**src/rtl/bcd_to_bin_seq.sv**
```systemverilog
// bcd_to_bin_seq: sequential NDIGITS-digit BCD to binary converter.
// One digit per clock, most significant first: acc = acc*10 + digit.
// Start/done handshake, sticky invalid-digit (err) and overflow (ovf) flags.
// Optional feature: define BCD_TO_BIN_SIGNED_EN to add sign_in and a
// two's-complement bin_out that is one bit wider than BIN_W.

// One accumulate step: acc*10 + digit at BIN_W+4 bits, truncated to BIN_W.
module bcd_to_bin_step #(
  parameter int BIN_W = 7
) (
  input  logic [BIN_W-1:0] acc,
  input  logic [3:0]       digit,
  output logic [BIN_W-1:0] acc_nxt,
  output logic             bad,
  output logic             ovf
);
  logic [BIN_W+3:0] wide;
  logic [3:0]       d;

  // acc*10 as (acc<<3)+(acc<<1); an invalid digit contributes 0
  always_comb begin
    bad     = (digit > 4'd9);
    d       = bad ? 4'd0 : digit;
    wide    = {1'b0, acc, 3'b000} + {3'b000, acc, 1'b0} + {{BIN_W{1'b0}}, d};
    acc_nxt = wide[BIN_W-1:0];
    ovf     = |wide[BIN_W+3:BIN_W];
  end
endmodule

module bcd_to_bin_seq #(
  parameter int NDIGITS = 2,
  parameter int BIN_W   = 7
) (
  input  logic                   clk,
  input  logic                   rst,
  input  logic                   start,
  input  logic [4*NDIGITS-1:0]   bcd_in,
`ifdef BCD_TO_BIN_SIGNED_EN
  input  logic                   sign_in,
  output logic [BIN_W:0]         bin_out,
`else
  output logic [BIN_W-1:0]       bin_out,
`endif
  output logic                   busy,
  output logic                   done,
  output logic                   err,
  output logic                   ovf
);
  localparam int IDX_W = (NDIGITS > 1) ? $clog2(NDIGITS) : 1;
`ifdef BCD_TO_BIN_SIGNED_EN
  localparam int OUT_W = BIN_W + 1;
`else
  localparam int OUT_W = BIN_W;
`endif

  typedef enum logic {IDLE, CONV} state_t;

  state_t               state_q, state_d;
  logic [4*NDIGITS-1:0] op_q, op_d;
  logic [IDX_W-1:0]     idx_q, idx_d;
  logic [BIN_W-1:0]     acc_q, acc_d;
  logic                 err_acc_q, err_acc_d;
  logic                 ovf_acc_q, ovf_acc_d;
  logic [OUT_W-1:0]     bin_d;
  logic                 err_d, ovf_d, done_d;
  logic                 sign_q, sign_d;

  logic [3:0]           digit;
  logic [BIN_W-1:0]     step_acc;
  logic                 step_bad, step_ovf;
  logic                 last;
  logic [OUT_W-1:0]     mag;

  // select the digit at the current index from the captured operand
  always_comb begin
    digit = 4'd0;
    for (int i = 0; i < NDIGITS; i++)
      if (idx_q == IDX_W'(i)) digit = op_q[i*4 +: 4];
  end

  bcd_to_bin_step #(.BIN_W(BIN_W)) u_step (
    .acc     (acc_q),
    .digit   (digit),
    .acc_nxt (step_acc),
    .bad     (step_bad),
    .ovf     (step_ovf)
  );

  assign last = (idx_q == '0);
  assign busy = (state_q == CONV);

  // next-state, datapath and result logic
  always_comb begin
    state_d   = state_q;
    op_d      = op_q;
    idx_d     = idx_q;
    acc_d     = acc_q;
    err_acc_d = err_acc_q;
    ovf_acc_d = ovf_acc_q;
    sign_d    = sign_q;
    bin_d     = bin_out;
    err_d     = err;
    ovf_d     = ovf;
    done_d    = 1'b0;
    mag       = '0;
    case (state_q)
      IDLE: begin
        if (start) begin
          op_d      = bcd_in;
          acc_d     = '0;
          err_acc_d = 1'b0;
          ovf_acc_d = 1'b0;
          idx_d     = IDX_W'(NDIGITS - 1);
`ifdef BCD_TO_BIN_SIGNED_EN
          sign_d    = sign_in;
`else
          sign_d    = 1'b0;
`endif
          state_d   = CONV;
        end
      end
      CONV: begin
        acc_d     = step_acc;
        err_acc_d = err_acc_q | step_bad;
        ovf_acc_d = ovf_acc_q | step_ovf;
        idx_d     = idx_q - 1'b1;
        if (last) begin
          // err wins: result and ovf are forced to zero
          state_d = IDLE;
          done_d  = 1'b1;
          err_d   = err_acc_d;
          ovf_d   = err_acc_d ? 1'b0 : ovf_acc_d;
          mag     = err_acc_d ? '0 : OUT_W'(step_acc);
          // negation of zero stays zero, so negative zero needs no special case
          bin_d   = sign_q ? (~mag + 1'b1) : mag;
        end
      end
      default: state_d = IDLE;
    endcase
  end

  // state and result registers, synchronous reset
  always_ff @(posedge clk) begin
    if (rst) begin
      state_q   <= IDLE;
      op_q      <= '0;
      idx_q     <= '0;
      acc_q     <= '0;
      err_acc_q <= 1'b0;
      ovf_acc_q <= 1'b0;
      sign_q    <= 1'b0;
      bin_out   <= '0;
      err       <= 1'b0;
      ovf       <= 1'b0;
      done      <= 1'b0;
    end else begin
      state_q   <= state_d;
      op_q      <= op_d;
      idx_q     <= idx_d;
      acc_q     <= acc_d;
      err_acc_q <= err_acc_d;
      ovf_acc_q <= ovf_acc_d;
      sign_q    <= sign_d;
      bin_out   <= bin_d;
      err       <= err_d;
      ovf       <= ovf_d;
      done      <= done_d;
    end
  end
endmodule

```
**config.mk**
```make
export PLATFORM = sky130hd
export DESIGN_NAME = bcd_to_bin_seq
export DESIGN_NICKNAME = d
export VERILOG_FILES = /design/src/rtl/bcd_to_bin_seq.sv
export SDC_FILE = /design/constraint.sdc
export NUM_CORES = 1
export LEC_CHECK = 0
export BUFFER_PORTS_ARGS = -buffer_cell sky130_fd_sc_hd__buf_4
export CAP_MARGIN = 20
export CORE_ASPECT_RATIO = 1.5
export CORE_MARGIN = 2
export CORE_UTILIZATION = 57
export CTS_BUF_LIST = sky130_fd_sc_hd__clkbuf_4
export CTS_CLUSTER_DIAMETER = 80
export CTS_CLUSTER_SIZE = 10
export DETAILED_ROUTE_END_ITERATION = 7
export GPL_TIMING_DRIVEN = 0
export PLACE_DENSITY_LB_ADDON = 0.2
export SYNTH_ARGS = -nofsm -noshare
export SYNTH_HDL_FRONTEND = slang
export SYNTH_HIERARCHICAL = 1
export SYNTH_SLANG_ARGS = --single-unit
```
**constraint.sdc**
```tcl
create_clock -name clk -period 3.68 [get_ports clk]
set_input_delay 0.184 -clock clk [delete_from_list [all_inputs] [get_ports clk]]
set_output_delay 0.184 -clock clk [all_outputs]
set_load 0.02 [all_outputs]
```
==> out/results.ini, run 1 <==
[outcome]
status = finished, final reports clean

[cts]
cts_hold_buf = 0
tritoncts.num_buffers = 5
worstSkewPairLatency_ps = 320
post_cts_buffers = 0
clock-sinks = 29
clk_path_buf_depth = 2
path_clk_slew_ps = 90
htree_levels = 2
cts_tree = yes
cts_resized = 0
root_buffer = clkbuf_4

[routing]
routedWlPerCell_microns = 14.8
drc_errors = 0
vias_per_cell = 5.67
firstDrtPassIters = 5
vias = 1169
drtIter0Drc = 25
drt_wl_total_microns = 3050
antenna_left = 0

[placed_design]
dp_cells = 198
hpwl_microns = 2330
gp_congestion = 0.790
dp_slack_ps = 533
placement.io_buffers = 21

[power]
peakVddDrop_mv = 0.279
p_leak_uw = 0.000806
powerDensity_nw_per_um2 = 367

[layout]
syn_to_final_growth_pct = 16.9
num_antenna_cells = 0
drive_gt1_share_pct = 25.3
fin_cells = 206
nets = 207

[grt]
grt_pass1_wl_microns = 4950
first_global_vias = 1140
grt_overflow = 0
antenna_found_initial = 0
grt_max_degree = 11
grt_use_total_pct = 23.3

[yosys]
synth_common_cells = dfxtp_1 (29), a21oi_1 (18), nand2_1 (17), ha_1 (13), nor2_1 (13)
synthDistinctLibCells = 34
synth-seq-cells = 29
yosys-top-cells-area = dfxtp_1 (40%), ha_1 (11%), a21oi_1 (6.3%)
synth_edf_count = 0
synth.top_cell.area_share_pct = 40.4
async_flop_share_pct = 0
avgSynthCellArea_sq_um = 9.40
yosys_warnings = 6
netlist.top_cell.by_area = dfxtp_1
ys.flop_type = dfxtp_1
syn_nets = 179
yosysMostFrequentCell = dfxtp_1
ys_seq_area_share_pct = 40.4
netlist_instances = 153
netlist_area_sq_um = 1440

[worst_setup_path]
path_class = reg -> reg
slowest_delay_ps = 480
critical_path_arrival_ps = 3420
cp_max_fo = 8
cp_cell_sequence = buf_6 > mux2_2 > nor2_1 > nand2_1 > fa_1 > inv_1 > fa_1 > a21o_1 > nor3_1 > o21ai_1 > or2_2 > a22o_2
end_kind = flip-flop
crit_path_frequent_cell = fa_1
required_ps = 3900
slowest_stage = fa_1
worst_setup_path_start_kind = flip-flop

[sta]
fin_crit_ps = 3200
whs_ps = 60.2
worstMarginPinSlew_ps = 343
finalWorstSetupSlack_ps = 483
fmax_mhz = 313
max-slew-margin-rel_pct = 77.1
post-route-period-util_pct = 86.9
rsz0062_at_grt = false
setup_violations = 0
clock_skew_ps = 9.32
setup-tns-final_ps = 0
hold_violations = 0
final_max_slew_viol_count = 0

[floorplan]
die_y_microns = 65.5
die_x_microns = 45.0
ios = 22
num_rows = 22
fp.coreArea_sq_um = 2420
die_area_sq_um = 2950
initial_utilization_pct = 59.3

[flow_run]
max-cap-violations = 0

[hold_path]
min_path_type = in -> reg

placed cells by master, fill, tap and decap left out, types with 2 or more instances in the layout:
master / synthesis / routed
nor3b_1: 7 / 7
nor3_1: 2 / 2
buf_2: 6 / 6
nor2_1: 13 / 13
inv_1: 4 / 4
dfxtp_1: 29 / 29
a22oi_1: 2 / 2
a22o_1: 7 / 7
a21oi_1: 18 / 18
nor2b_1: 5 / 5
xnor2_1: 2 / 2
a21o_1: 2 / 2
a211oi_1: 2 / 2
buf_6: 2 / 2
mux2_2: 4 / 4
nand2_1: 17 / 17
clkinv_2: 0 / 2
fa_1: 2 / 2
clkbuf_4: 0 / 6
buf_4: 0 / 21
ha_1: 13 / 13
logic make-up (layout without fill, tap and decap cells):
family | Yosys count | count (layout) | synth area share, %
and+or+nand+nor | 55 | 55 | 20.4
AOI/OAI and AO/OA | 34 | 34 | 15.2
DFF | 29 | 29 | 40.4
adders and majority gates | 15 | 15 | 14.1
buffers and inverters | 13 | 42 | 4.96
muxes | 4 | 4 | 3.13
xor gates and xnor gates | 3 | 3 | 1.83
final timing paths:
kind           start       to  slack (ps)  cells after the start
max            idx_q      ovf         480                     12
min              rst     done          60                      2
max reg2reg    idx_q      ovf         480                     12
min reg2reg  op_q[6]  op_q[6]         460                      2
through the flow:
stage	instance area (sq um)	total power, uW	util, %
after floorplan	1440	405	-
after global placement	1630	433	67.1
after detailed placement	1630	438	67.1
after CTS	1680	622	69.4
after global routing	1680	646	69.4
final	1680	616	69.4
state kept, by name (all words and copies together) (netlist names):
signal / count
idx_q: 1
busy: 1
ovf_acc_q: 1
bin_out: 7
err: 1
ovf: 1
op_q: 8
err_acc_q: 1
acc_q: 7
done: 1
report_power, final:
part / switching (uW) / total [uW] / internal [uW]
combinational: 54.6 / 97.6 / 43.0
sequential: 7.05 / 333 / 326
clock: 106 / 186 / 80.0
critical path, delay by kind of cell, from the launching register on:
kind,cells,cell delay (ps)
fa+ha+maj,2,940
simple gates,4,710
compound gates,3,530
mux,1,350
flops,1,340
buf+inv,2,210
per-layer routing:
layer	share of wire, %	global-route usage, %	up-vias	wire length [microns]
met4	0.89	8.46	0	27
li1	-	-	589	-
met1	39	23.4	548	1180
met2	58	43.4	28	1750
met5	0	0	-	0
met3	2.9	6.04	4	87
cell type report:
type	instances	area (sq um)
well taps	24	30.0
repair buffers	21	158
clock inverters	2	10.0
plain buffers	9	56.3
fillers	201	742
inverters	4	15.0
clock buffers	6	45.0
flip-flops and latches	29	581
multi-input cells	111	786
Power figures use the tool's default switching activity.
==> run 2: changes to the inputs <==
Settings changed: CORE_UTILIZATION 57 to 49.
==> run 2 against run 1 <==
First-iteration DRC count fell by 4.0%. Routed wire length fell by 6.5%. Global-route usage fell by 3.8 points. Critical path type unchanged. Register-to-register slack got worse by 30 ps.
==> out/results.ini, run 2 (synthesis results as in run 1) <==
[floorplan]
die_x_microns = 48.2  ; +7.2%
die_y_microns = 70.3  ; +7.4%
die_area_sq_um = 3390  ; +15%
fp.coreArea_sq_um = 2850  ; +18%
initial_utilization_pct = 50.4  ; -9.0 points
num_rows = 24  ; +9.1%
ios = 22  ; unchanged

[worst_setup_path]
path_class = reg -> reg
worst_r2r_path_depth = 12  ; unchanged
worst_setup_path_start_kind = flip-flop
required_ps = 3910  ; about the same
cp_max_fo = 8  ; unchanged
end_kind = flip-flop
critical_path_arrival_ps = 3460  ; +40 ps

[cts]
path_clk_slew_ps = 100  ; about the same
clk_path_buf_depth = 2  ; unchanged
cts_tree = yes
htree_levels = 2  ; unchanged
cts_resized = 0  ; unchanged
tritoncts.num_buffers = 5  ; unchanged
worstSkewPairLatency_ps = 330  ; about the same
post_cts_buffers = 0  ; unchanged
clock-sinks = 29  ; unchanged
cts_hold_buf = 0  ; unchanged
root_buffer = clkbuf_4

[sta]
rsz0062_at_grt = false
fmax_mhz = 310  ; -0.87%
worstMarginPinSlew_ps = 364  ; +21.0 ps
clock_skew_ps = 8.63  ; -0.687 ps
final_max_slew_viol_count = 0  ; unchanged
finalWorstSetupSlack_ps = 455  ; -27.9 ps
max-slew-margin-rel_pct = 75.7  ; -1.4 points
post-route-period-util_pct = 87.6  ; +0.76 points
setup-tns-final_ps = 0  ; unchanged
fin_crit_ps = 3220  ; +27.9 ps
setup_violations = 0  ; unchanged
hold_violations = 0  ; unchanged

[grt]
gr-max-usage-layer = met2
grt_pass1_wl_microns = 4700  ; -5.0%
met3_usage_pct = 5.43  ; -0.62 points
met1_usage_pct = 20.3  ; -3.0 points
first_global_vias = 1094  ; -4.0%
grt_use_total_pct = 19.4  ; -3.8 points
globalRouteMet2Util_pct = 33.9  ; -9.5 points
grt_overflow = 0  ; unchanged
grt_max_degree = 11  ; unchanged
antenna_found_initial = 0  ; unchanged

[power]
power.share.sequential_pct = 54.1  ; about the same
peakVddDrop_mv = 0.257  ; -8.1%
p_clk_share_pct = 30.4  ; +0.3 points
pwr-share-comb_pct = 15.5  ; -0.3 points
p_int_uw = 441  ; -1.9%
p_sw_share_pct = 28.5  ; +1.4 points
power.switching_uw = 176  ; +5.0%
powerDensity_nw_per_um2 = 363  ; -1.1%
p_leak_uw = 0.000801  ; -0.55%

[routing]
routedWlPerCell_microns = 12.9  ; -13%
vias = 1135  ; -2.9%
drt_wl_total_microns = 2850  ; -6.5%
firstDrtPassIters = 5  ; unchanged
drc_errors = 0  ; unchanged
antenna_left = 0  ; unchanged
drtIter0Drc = 24  ; -4.0%
vias_per_cell = 5.14  ; -9.5%

[layout]
mostFrequentLayoutCells = dfxtp_1 (29), buf_4 (21), a21oi_1 (18)
largest_reg_flops = 8  ; unchanged
largest_register = op_q
nets = 207  ; unchanged
final_common_cell = dfxtp_1
final_util_pct = 59.6  ; -9.8 points
fin_cells = 221  ; +7.3%
reg_top3 = op_q (8), acc_q (7), bin_out (7)
drive_gt1_share_pct = 25.3  ; unchanged
fillers = 238  ; +18%
num_antenna_cells = 0  ; unchanged
syn_to_final_growth_pct = 18.2
final_area_sq_um = 1700  ; +1.1%

[placed_design]
hpwl_microns = 2230  ; -4.1%
dp_slack_ps = 520  ; -13.5 ps
gp_congestion = 0.783  ; -0.87%
dp_cells = 213  ; +7.6%
place_area_sq_um = 1640  ; +1.2%
placement.io_buffers = 21  ; unchanged

[hold_path]
holdPathStages = 2  ; unchanged
min_path_type = in -> reg

[flow_run]
max-cap-violations = 0  ; unchanged

[outcome]
status = finished, final reports clean

==> run 2: stage by stage <==
step | power, uW | hold WS [ps]
final | 616 | 51.4
after global routing | 646 | 47.5
after CTS | 624 | 35.5
after detailed placement | 437 | 388
after global placement | 434 | 384
after floorplan | 405 | 256
==> run 2: worst max-delay path, cell delays in order, from the launching register on <==
cell	delay [ps]
dfxtp_1	340
buf_6	140
mux2_2	350
nor2_1	160
nand2_1	90
fa_1	470
inv_1	70
fa_1	460
a21o_1	200
nor3_1	210
o21ai_1	140
or2_2	290
a22o_2	200
==> run 2: cell type report <==
class	count	area [sq um]	share of cell area (%)
multi-input combinational	111	786	46.2
sequential	29	581	34.2
timing repair buffer	21	158	9.28
buffer	9	56.3	3.31
tap	39	48.8	2.87
clock buffer	5	37.5	2.21
clock inverter	3	17.5	1.03
inverter	4	15.0	0.884
==> run 2: final timing paths <==
check                           startpoint      end  slack (ps)
worst min-delay path                   rst     done          50
worst max-delay path                 idx_q      ovf         460
worst max register to register       idx_q      ovf         460
worst min register to register     op_q[1]  op_q[1]         460
==> run 2: power by group through the flow <==
stage / logic [uW] / registers, uW / clock network, uW
global route: 106 / 335 / 205
detailed placement: 96.6 / 341 / 0
finish: 95.8 / 333 / 187
floorplan: 60.7 / 344 / 0
CTS: 96.9 / 333 / 194
global placement: 94.1 / 340 / 0
==> run 2: metal layers <==
layer / routed length (microns) / vias to the layer above
met1: 1110 / 520
met4: 51 / 0
met3: 92 / 6
met5: 0 / -
li1: - / 586
met2: 1590 / 23
==> run 3: changes to the inputs <==
Settings changed: CORE_MARGIN 2 to not set.
==> run 3 against run 2 <==
Clock skew rose by 2.7 ps. Utilization rose by 4.2 points. First-iteration DRC count rose by 4.2%. Hold slack got worse by 2.2 ps. Register-to-register slack improved by 70 ps. Final area rose by 2.7%. Non-clock buffer count did not move. Via count rose by 1.4%. Sequential power barely moved. Total power rose by 22%. Final cell count fell by 0.90%. Critical path type unchanged. Largest power group unchanged.
==> out/results.ini, run 3 (synthesis results as in run 1) <==
[outcome]
status = finished, final reports clean

[worst_setup_path]
worst_r2r_path_depth = 12  ; unchanged
crit_buf_inv = 2  ; unchanged
end_kind = flip-flop
critPathLaunch = idx_q
required_ps = 3910  ; about the same
slowest_delay_ps = 490  ; +20 ps
endpoint = ovf
cp_cell_sequence = buf_6 > mux2_2 > nor2_1 > nand2_1 > fa_1 > inv_1 > fa_1 > a21o_1 > nor3_1 > o21ai_1 > or2_2 > a22o_2
path_class = reg -> reg
critical_path_arrival_ps = 3380  ; -80 ps
cp_num_cells = 12  ; unchanged
r2r_slack_ps = 530  ; +70 ps
slowest_stage = fa_1
r2r_start = idx_q
cp_top_family = adder cells
cp_max_fo = 8  ; unchanged
crit_path_frequent_cell = fa_1
timing.rr.end = ovf
worst_setup_path_start_kind = flip-flop

[sta]
rsz0062_at_grt = false
hold_violations = 0  ; unchanged
clock_skew_ps = 11.4  ; +2.72 ps
setup_violations = 0  ; unchanged
finalWorstSetupSlack_ps = 529  ; +73.2 ps
final_max_slew_viol_count = 0  ; unchanged
fmax_mhz = 317  ; +2.3%
max-slew-margin-rel_pct = 76.3  ; +0.56 points
worstMarginPinSlew_ps = 355  ; -8.32 ps
setup-tns-final_ps = 0  ; unchanged
fin_crit_ps = 3150  ; -73.2 ps
post-route-period-util_pct = 85.6  ; -2.0 points

[layout]
syn_to_final_growth_pct = 21.3
nets = 207  ; unchanged
largest_register = op_q
multi_input_area_sq_um = 786  ; unchanged
reg_top3 = op_q (8), acc_q (7), bin_out (7)
fillers = 243  ; +2.1%
num_antenna_cells = 0  ; unchanged
final_common_cell = dfxtp_1
largest_reg_flops = 8  ; unchanged
seq_area_sq_um = 581  ; unchanged
mostFrequentLayoutCells = dfxtp_1 (29), buf_4 (21), a21oi_1 (18)
drive_gt1_share_pct = 25.3  ; unchanged

[cts]
clock-sinks = 29  ; unchanged
post_cts_buffers = 0  ; unchanged
htree_levels = 2  ; unchanged
tritoncts.num_buffers = 5  ; unchanged
root_buffer = clkbuf_4
worstSkewPairLatency_ps = 330  ; about the same
cts_tree = yes
cts_hold_buf = 0  ; unchanged
cts_resized = 0  ; unchanged
clk_path_buf_depth = 2  ; unchanged
path_clk_slew_ps = 100  ; about the same

[floorplan]
fp.coreArea_sq_um = 2730  ; -4.2%
die_area_sq_um = 3160  ; -6.9%
initial_utilization_pct = 52.6  ; +2.2 points
die_y_microns = 68.3  ; -2.8%
num_rows = 23  ; -4.2%
ios = 22  ; unchanged
die_x_microns = 46.2  ; -4.1%

[routing]
vias_per_cell = 5.26  ; +2.3%
routedWlPerCell_microns = 12.9  ; about the same
drt_wl_total_microns = 2820  ; -0.88%
firstDrtPassIters = 6  ; +1
antenna_left = 0  ; unchanged
drtIter0Drc = 25  ; +4.2%
vias = 1151  ; +1.4%
drc_errors = 0  ; unchanged

[grt]
grt_pass1_wl_microns = 4390  ; -6.6%
met3_usage_pct = 4.75  ; -0.68 points
antenna_found_initial = 0  ; unchanged
gr-max-usage-layer = met2
first_global_vias = 1076  ; -1.6%
grt_max_degree = 11  ; unchanged
globalRouteMet2Util_pct = 36.4  ; +2.5 points
grt_use_total_pct = 19.8  ; +0.37 points
met1_usage_pct = 20.2  ; -0.16 points
grt_overflow = 0  ; unchanged

[power]
p_total_uw = 753  ; +22%
powerDensity_nw_per_um2 = 432  ; +19%
p_leak_uw = 0.000825  ; +3.0%
peakVddDrop_mv = 0.478  ; +86%

[placed_design]
dp_slack_ps = 544  ; +23.7 ps
gp_congestion = 0.766  ; -2.2%
placement.io_buffers = 21  ; unchanged
hpwl_microns = 2240  ; +0.52%

[hold_path]
min_path_type = in -> reg

[flow_run]
max-cap-violations = 0  ; unchanged

## run 3: layout make-up
| class | count | share of cell area [%] |
|---|---|---|
| Clock inverter | 3 | 3.73 |
| Clock buffer | 5 | 2.15 |
| Inverter | 4 | 0.861 |
| Buffer | 9 | 3.23 |
| Timing Repair Buffer | 21 | 9.04 |
| Multi-Input combinational cell | 111 | 45.1 |
| Tap cell | 37 | 2.65 |
| Sequential cell | 29 | 33.3 |
## run 3: metrics by stage
stage	hold WS [ps]	cell area, sq um	std cells	utilization [%]
floorplan	256	1440	153	-
global placement	384	1640	211	60.0
detailed placement	389	1640	211	60.0
CTS	35.1	1740	219	63.8
global route	30.9	1740	219	63.8
finish	49.2	1740	219	63.8
## run 3: report_power, final
group	switching, uW	leakage, uW	total, uW	internal, uW
Combinational	53.0	0.000534	95.9	42.9
Clock	113	0.0000552	324	210
Sequential	7.06	0.000236	333	326
Total	173	0.000825	753	579
## run 3: metal layers
layer	vias to the layer above	share of wire [%]
met5	-	0
met4	0	1.3
met3	6	2.2
met2	19	57
met1	541	39
li1	585	-
## run 3: worst min-delay path by stage
stage	start	end	slack, ps	depth (start not counted)
after floorplan	rst	done	260	1
after global placement	rst	done	380	2
after detailed placement	rst	done	390	2
after CTS	rst	done	40	2
after global routing	rst	done	30	2
final	rst	done	50	2
## run 3: worst register-to-register path: stages (launching register included)
cell	delay, ps
dfxtp_1	340
buf_6	140
mux2_2	350
nor2_1	140
nand2_1	90
fa_1	490
inv_1	70
fa_1	460
a21o_1	190
nor3_1	170
o21ai_1	130
or2_2	290
a22o_2	200
